**config.mk**
```make
export PLATFORM = sky130hd
export DESIGN_NAME = peripheral_distance
export DESIGN_NICKNAME = d
export VERILOG_FILES = /design/src/rtl/distance_pkg.sv /design/src/rtl/us_timer.sv /design/src/rtl/peripheral_distance.sv
export SDC_FILE = /design/constraint.sdc
export NUM_CORES = 1
export LEC_CHECK = 0
export CAP_MARGIN = 15
export CORE_ASPECT_RATIO = 0.5
export CORE_MARGIN = 2
export CORE_UTILIZATION = 35
export DETAILED_ROUTE_END_ITERATION = 6
export GPL_TIMING_DRIVEN = 0
export PLACE_DENSITY = 0.62
export SLEW_MARGIN = 20
export SYNTH_ARGS = -nofsm -noshare
export SYNTH_HDL_FRONTEND = slang
export SYNTH_SLANG_ARGS = --single-unit
```
**constraint.sdc**
```tcl
create_clock -name clk -period 8.9 [get_ports clk]
set_input_delay 2.67 -clock clk [delete_from_list [all_inputs] [get_ports clk]]
set_output_delay 2.67 -clock clk [all_outputs]
set_load 0.02 [all_outputs]
```
**src/rtl/distance_pkg.sv**
```systemverilog
`default_nettype none
// ============================================================================
// Module  : distance_pkg
// Brief   : Register map, STATUS bit positions and FSM encoding shared by the
//           ultrasonic distance peripheral.
// Revision: 1.0 - initial release
// ============================================================================
package distance_pkg;

  localparam logic [3:0] c_addr_ctrl   = 4'h0;
  localparam logic [3:0] c_addr_status = 4'h2;
  localparam logic [3:0] c_addr_dist   = 4'h4;

  localparam int c_ctrl_start = 0;
  localparam int c_ctrl_cont  = 1;

  localparam int c_stat_busy    = 0;
  localparam int c_stat_done    = 1;
  localparam int c_stat_timeout = 2;
  localparam int c_stat_cont    = 3;

  localparam logic [15:0] c_dist_timeout = 16'hFFFF;

  typedef enum logic [2:0] {
    ST_IDLE      = 3'd0,
    ST_TRIG      = 3'd1,
    ST_WAIT_HIGH = 3'd2,
    ST_MEASURE   = 3'd3,
    ST_HOLDOFF   = 3'd4
  } state_t;

  function automatic int max3(input int a, input int b, input int c);
    int m;
    m = (a > b) ? a : b;
    return (m > c) ? m : c;
  endfunction

endpackage
`default_nettype wire

```
**src/rtl/us_timer.sv**
```systemverilog
`default_nettype none
// ============================================================================
// Module  : us_timer
// Brief   : Microsecond prescaler plus saturating microsecond counter.
// Revision: 1.0 - initial release
// ============================================================================
module us_timer #(
  parameter int TICKS_PER_US = 50,
  parameter int LIMIT        = 30000,
  parameter int CW           = 16
) (
  input  logic          clk,
  input  logic          rst,
  input  logic          clear,
  output logic          tick,
  output logic [CW-1:0] count
);

  localparam int            c_pw       = (TICKS_PER_US > 1) ? $clog2(TICKS_PER_US) : 1;
  localparam logic [c_pw-1:0] c_pre_last = c_pw'(TICKS_PER_US - 1);
  localparam logic [CW-1:0] c_limit    = CW'(LIMIT);

  logic [c_pw-1:0] r_pre;
  logic [CW-1:0]   r_count;

  // Clearing the prescaler too keeps every interval an exact number of clocks
  always_ff @(posedge clk or negedge rst) begin
    if (!rst) begin
      r_pre   <= '0;
      r_count <= '0;
    end else if (clear) begin
      r_pre   <= '0;
      r_count <= '0;
    end else begin
      r_pre <= (r_pre == c_pre_last) ? '0 : r_pre + c_pw'(1);
      if (tick && (r_count != c_limit)) begin
        r_count <= r_count + CW'(1);
      end
    end
  end

  assign tick  = (r_pre == c_pre_last);
  assign count = r_count;

endmodule
`default_nettype wire

```
**src/rtl/peripheral_distance.sv**
```systemverilog
`default_nettype none
// ============================================================================
// Module  : peripheral_distance
// Brief   : CPU-mapped ultrasonic range finder: trigger, echo timing, status.
// Revision: 1.0 - initial release
// ============================================================================
module peripheral_distance
  import distance_pkg::*;
#(
  parameter int TICKS_PER_US = 50,
  parameter int TRIG_US      = 10,
  parameter int TIMEOUT_US   = 30000,
  parameter int HOLDOFF_US   = 10000
) (
  input  logic        clk,
  input  logic        rst,
  input  logic [15:0] d_in,
  input  logic        cs,
  input  logic [3:0]  addr,
  input  logic        rd,
  input  logic        wr,
  output logic [15:0] d_out,
  output logic        trig,
  input  logic        echo
);

  localparam int          c_limit        = max3(TRIG_US, TIMEOUT_US, HOLDOFF_US);
  localparam logic [15:0] c_trig_last    = 16'(TRIG_US - 1);
  localparam logic [15:0] c_timeout_last = 16'(TIMEOUT_US - 1);
  localparam logic [15:0] c_holdoff_last = 16'(HOLDOFF_US - 1);

  state_t      r_state;
  state_t      w_state_next;
  logic        r_echo_s1;
  logic        r_echo_s2;
  logic        r_echo_d;
  logic        r_done;
  logic        r_timeout;
  logic        r_cont;
  logic [15:0] r_dist;
  logic [15:0] r_dout;

  logic        w_tick;
  logic        w_clear;
  logic        w_wr;
  logic        w_rd;
  logic        w_start;
  logic        w_rise;
  logic        w_fall;
  logic        w_busy;
  logic        w_finish;
  logic        w_timeout_hit;
  logic [15:0] w_count;
  logic [15:0] w_measured;
  logic [15:0] w_dist_new;
  logic [15:0] w_status;
  logic        w_unused;

  assign w_wr     = cs & wr;
  assign w_rd     = cs & rd;
  assign w_start  = w_wr && (addr == c_addr_ctrl) && d_in[c_ctrl_start];
  assign w_rise   = r_echo_s2 & ~r_echo_d;
  assign w_fall   = ~r_echo_s2 & r_echo_d;
  assign w_busy   = (r_state != ST_IDLE);
  assign w_clear  = (w_state_next != r_state);
  assign w_unused = ^d_in[15:2];

  // The tick landing on the falling-edge cycle completes the last microsecond
  assign w_measured = w_count + {15'b0, w_tick};

  us_timer #(
    .TICKS_PER_US (TICKS_PER_US),
    .LIMIT        (c_limit),
    .CW           (16)
  ) u_timer (
    .clk   (clk),
    .rst   (rst),
    .clear (w_clear),
    .tick  (w_tick),
    .count (w_count)
  );

  always_ff @(posedge clk or negedge rst) begin
    if (!rst) begin
      r_echo_s1 <= 1'b0;
      r_echo_s2 <= 1'b0;
      r_echo_d  <= 1'b0;
    end else begin
      r_echo_s1 <= echo;
      r_echo_s2 <= r_echo_s1;
      r_echo_d  <= r_echo_s2;
    end
  end

  always_ff @(posedge clk or negedge rst) begin
    if (!rst) r_state <= ST_IDLE;
    else      r_state <= w_state_next;
  end

  always_comb begin
    w_state_next  = r_state;
    w_finish      = 1'b0;
    w_timeout_hit = 1'b0;
    w_dist_new    = '0;
    case (r_state)
      ST_IDLE: begin
        if (w_start || r_cont) w_state_next = ST_TRIG;
      end
      ST_TRIG: begin
        if (w_tick && (w_count == c_trig_last)) w_state_next = ST_WAIT_HIGH;
      end
      ST_WAIT_HIGH: begin
        if (w_rise) begin
          w_state_next = ST_MEASURE;
        end else if (w_tick && (w_count == c_timeout_last)) begin
          w_finish      = 1'b1;
          w_timeout_hit = 1'b1;
          w_dist_new    = c_dist_timeout;
          w_state_next  = ST_HOLDOFF;
        end
      end
      ST_MEASURE: begin
        // Reaching the limit outranks a coincident falling edge
        if (w_tick && (w_count == c_timeout_last)) begin
          w_finish      = 1'b1;
          w_timeout_hit = 1'b1;
          w_dist_new    = c_dist_timeout;
          w_state_next  = ST_HOLDOFF;
        end else if (w_fall) begin
          w_finish     = 1'b1;
          w_dist_new   = w_measured;
          w_state_next = ST_HOLDOFF;
        end
      end
      ST_HOLDOFF: begin
        if (w_tick && (w_count == c_holdoff_last)) w_state_next = ST_IDLE;
      end
      default: w_state_next = ST_IDLE;
    endcase
  end

  always_ff @(posedge clk or negedge rst) begin
    if (!rst) begin
      r_done    <= 1'b0;
      r_timeout <= 1'b0;
      r_dist    <= '0;
      r_cont    <= 1'b0;
    end else begin
      if (w_finish) begin
        r_done    <= 1'b1;
        r_timeout <= w_timeout_hit;
        r_dist    <= w_dist_new;
      end else if (w_rd && (addr == c_addr_dist)) begin
        r_done <= 1'b0;
      end
      if (w_wr && (addr == c_addr_ctrl)) r_cont <= d_in[c_ctrl_cont];
    end
  end

  always_comb begin
    w_status                 = '0;
    w_status[c_stat_busy]    = w_busy;
    w_status[c_stat_done]    = r_done;
    w_status[c_stat_timeout] = r_timeout;
    w_status[c_stat_cont]    = r_cont;
  end

  always_ff @(posedge clk or negedge rst) begin
    if (!rst) begin
      r_dout <= '0;
    end else if (w_rd) begin
      case (addr)
        c_addr_status: r_dout <= w_status;
        c_addr_dist:   r_dout <= w_finish ? w_dist_new : r_dist;
        default:       r_dout <= '0;
      endcase
    end
  end

  assign d_out = r_dout;
  assign trig  = (r_state == ST_TRIG);

endmodule
`default_nettype wire
```
==> flow_summary_export.csv <==
group,metric,value,unit
timing,tns,0,ns
routing,drc,0,
power_and_ir_drop,vdd_drop_max,105,uV
clock_tree,cts_max_path_buffers,2,
routing,ant_nets,0,
power_and_ir_drop,power_frac_comb,2.9,%
grt,overflow,0,
routing,drt-total-wl,8.16,mm
timing,fin_crit_sh,50.2,%
worst_setup_path,worst_setup_path_end_kind,"output pin",
worst_setup_path,cp_data_arrival_time,1.80,ns
grt,grt_pass1_wl,13.8,mm
clock_tree,cts_tree,"yes",
timing,fmax,224,MHz
logic_synthesis,synth.cell_area,3490,sq um
worst_setup_path,cp.required,6.23,ns
logic_synthesis,synthesis.nets,383,
layout,drive_gt1_share,15.4,%
placed_design,port_buffers,28,
logic_synthesis,ys_types,57,
layout,final_nets,423,
worst_setup_path,crit_fanout,10,
timing,report.final.slew_viol_count,0,
logic_synthesis,syn_inst,350,
logic_synthesis,synth_area_leaders,"dfrtp_1, nor3_2, xnor2_1, nand2_1, nor2_1",
clock_tree,cts.sinks,63,
worst_setup_path,start_kind,"flop",
clock_tree,cts-hold-fix-buffers,0,
clock_tree,worstSkewPairLatency,0.33,ns
timing,clock_skew,0.00394,ns
layout,stdcell_count,530,
logic_synthesis,ys_seq_area_share,45.1,%
grt,grt_use_total,16.6,%
logic_synthesis,synth_top_area_share,45.1,%
grt,grt_pass1_vias,2660,
die,core_area,9570,sq um
grt,antenna_found_initial,0,
logic_synthesis,synthMostInstantiatedCell,"dfrtp_1",
timing,timing.slew.headroom,51.4,%
status,outcome,"finished clean",
layout,fillerInstances,943,
logic_synthesis,synth_top_cell_by_area,"dfrtp_1",
placed_design,hpwlAfterDp,5.91,mm
power_and_ir_drop,power_frac_clock,54.4,%
die,dieHeight,74.6,um
timing,tightest_slew,0.722,ns
timing,finalHoldViolCount,0,
timing,setup_viol,0,
timing,hold_ws,0.345,ns
power_and_ir_drop,p_leak,1.84,nW
clock_tree,cts_buffers,9,
routing,vias_per_cell,5.20,
routing,vias,2757,
placed_design,dp_cells,514,
layout,multi_input_area,1740,sq um
power_and_ir_drop,p_int,0.542,mW
routing,first_pass_iters,4,
logic_synthesis,synth-async-reset-ratio,100,%
layout,ff_latch_area,1580,sq um
power_and_ir_drop,power_density,160,nW/um^2
power_and_ir_drop,pwr-share-seq,42.7,%
timing,rsz0062_at_grt,"no",
placed_design,gp_congestion,0.875,
routing,avgRoutedWirePerCell,15.4,um
logic_synthesis,avgSynthCellArea,9.98,sq um
grt,grt_max_degree,41,
clock_tree,post_cts_buffers,0,
die,rows,25,
die,dieArea,10800,sq um
clock_tree,path_clk_slew,0.05,ns
power_and_ir_drop,power.switching,0.141,mW
die,initial_core_util,36.5,%
min_path,hp-class,"reg -> reg",
logic_synthesis,yosys-top-cells-count,"dfrtp_1, nand2_1, nor2_1",
power_and_ir_drop,p_sw_share,20.6,%
layout,antennaDiodeCount,0,
clock_tree,cts-resized-gates,0,
run,drv_cap,0,
logic_synthesis,synth_ff_type,"dfrtp_1",
logic_synthesis,synth_edf_count,0,
worst_setup_path,path_class,"reg -> out",
timing,fin_crit,4.47,ns
logic_synthesis,yosysWarningCount,0,
die,pin_count,43,
layout,syn_to_final_growth,22.3,%
clock_tree,htree_num_levels,3,
clock_tree,root_buffer,"clkbuf_16",
die,die_w,145,um
routing,drt_iter0_drc,167,
logic_synthesis,ys_ff_latch,63,
-- cells by family (layout without fill, tap and decap cells) --
family          Yosys count  count (layout)  synth area share, %
xor+xnor                 24              24                 6.02
simple gates            160             160                 28.5
compound gates           58              58                 11.9
buf+inv                  35              80                 5.05
fa+ha+maj                 7               7                 2.51
mux                       3               3                0.895
flops                    63              63                 45.1
-- layer usage --
layer	vias up	global-route usage [%]	wire, um	share of wire, %
met5	-	0	0	0
met4	0	5.88	103	1.3
met3	9	4.91	390	4.8
met2	52	24.0	3290	40
met1	1339	23.9	4380	54
li1	1357	-	-	-
-- sequential cells by signal, summed over array words and instances, names as in the netlist --
register / count
d_out: 16
r_cont: 1
r_dist: 16
r_done: 1
r_echo_d: 1
r_echo_s1: 1
r_echo_s2: 1
r_state: 3
r_timeout: 1
u_timer.count: 16
u_timer.r_pre: 6
-- worst max-delay path: stages, from the launching register on --
cell and delay, ns:
dfrtp_1 0.35, clkbuf_1 0.20, inv_1 0.11, and3_1 0.19, clkdlybuf4s50_1 0.61
-- final timing paths --
kind / from / endpoint / slack, ns / depth (start not counted)
min: r_echo_s1 / r_echo_s2 / 0.35 / 0
min reg2reg: r_echo_s1 / r_echo_s2 / 0.35 / 0
min in group asynchronous: rst / u_timer.r_pre[2] / 2.24 / 1
max: r_state[1] / trig / 4.43 / 4
max reg2reg: u_timer.r_pre[2] / d_out[12] / 5.33 / 10
max in group asynchronous: rst / r_dist[15] / 6.15 / 2
-- cell type report --
type | instances | area share, %
multi-input combinational | 252 | 40.7
sequential | 63 | 36.9
timing repair buffer | 29 | 6.97
clock buffer | 10 | 5.36
tap | 135 | 3.95
buffer | 25 | 3.25
clock inverter | 6 | 1.99
inverter | 10 | 0.878
-- metrics by stage --
step	total power, mW	util [%]	cell area [sq um]	setup slack (ns)
after floorplan	0.302	-	3490	5.04
after global placement	0.316	41.2	3940	3.05
after detailed placement	0.317	41.4	3960	4.11
after CTS	0.691	44.7	4270	4.42
after global routing	0.709	44.7	4270	4.33
final	0.684	44.7	4270	4.43
-- cells in the final DEF, fill, tap and decap left out, drive strengths merged, types with 10 or more instances in the layout --
cell type,n
dfrtp,63
nor3,34
nand2,27
nor2,27
clkdlybuf4s50,27
clkbuf,21
buf,16
xnor2,15
nand3,14
o21ai,12
inv,10
-- power groups by stage --
| stage | Combinational (mW) | Clock [mW] | Sequential, mW |
|---|---|---|---|
| after floorplan | 0.00534 | 0 | 0.297 |
| after global placement | 0.0191 | 0 | 0.297 |
| after detailed placement | 0.0203 | 0 | 0.297 |
| after CTS | 0.0203 | 0.379 | 0.292 |
| after global routing | 0.0222 | 0.395 | 0.292 |
| final | 0.0198 | 0.372 | 0.292 |
Note: power is estimated with default switching activity, not from simulation.
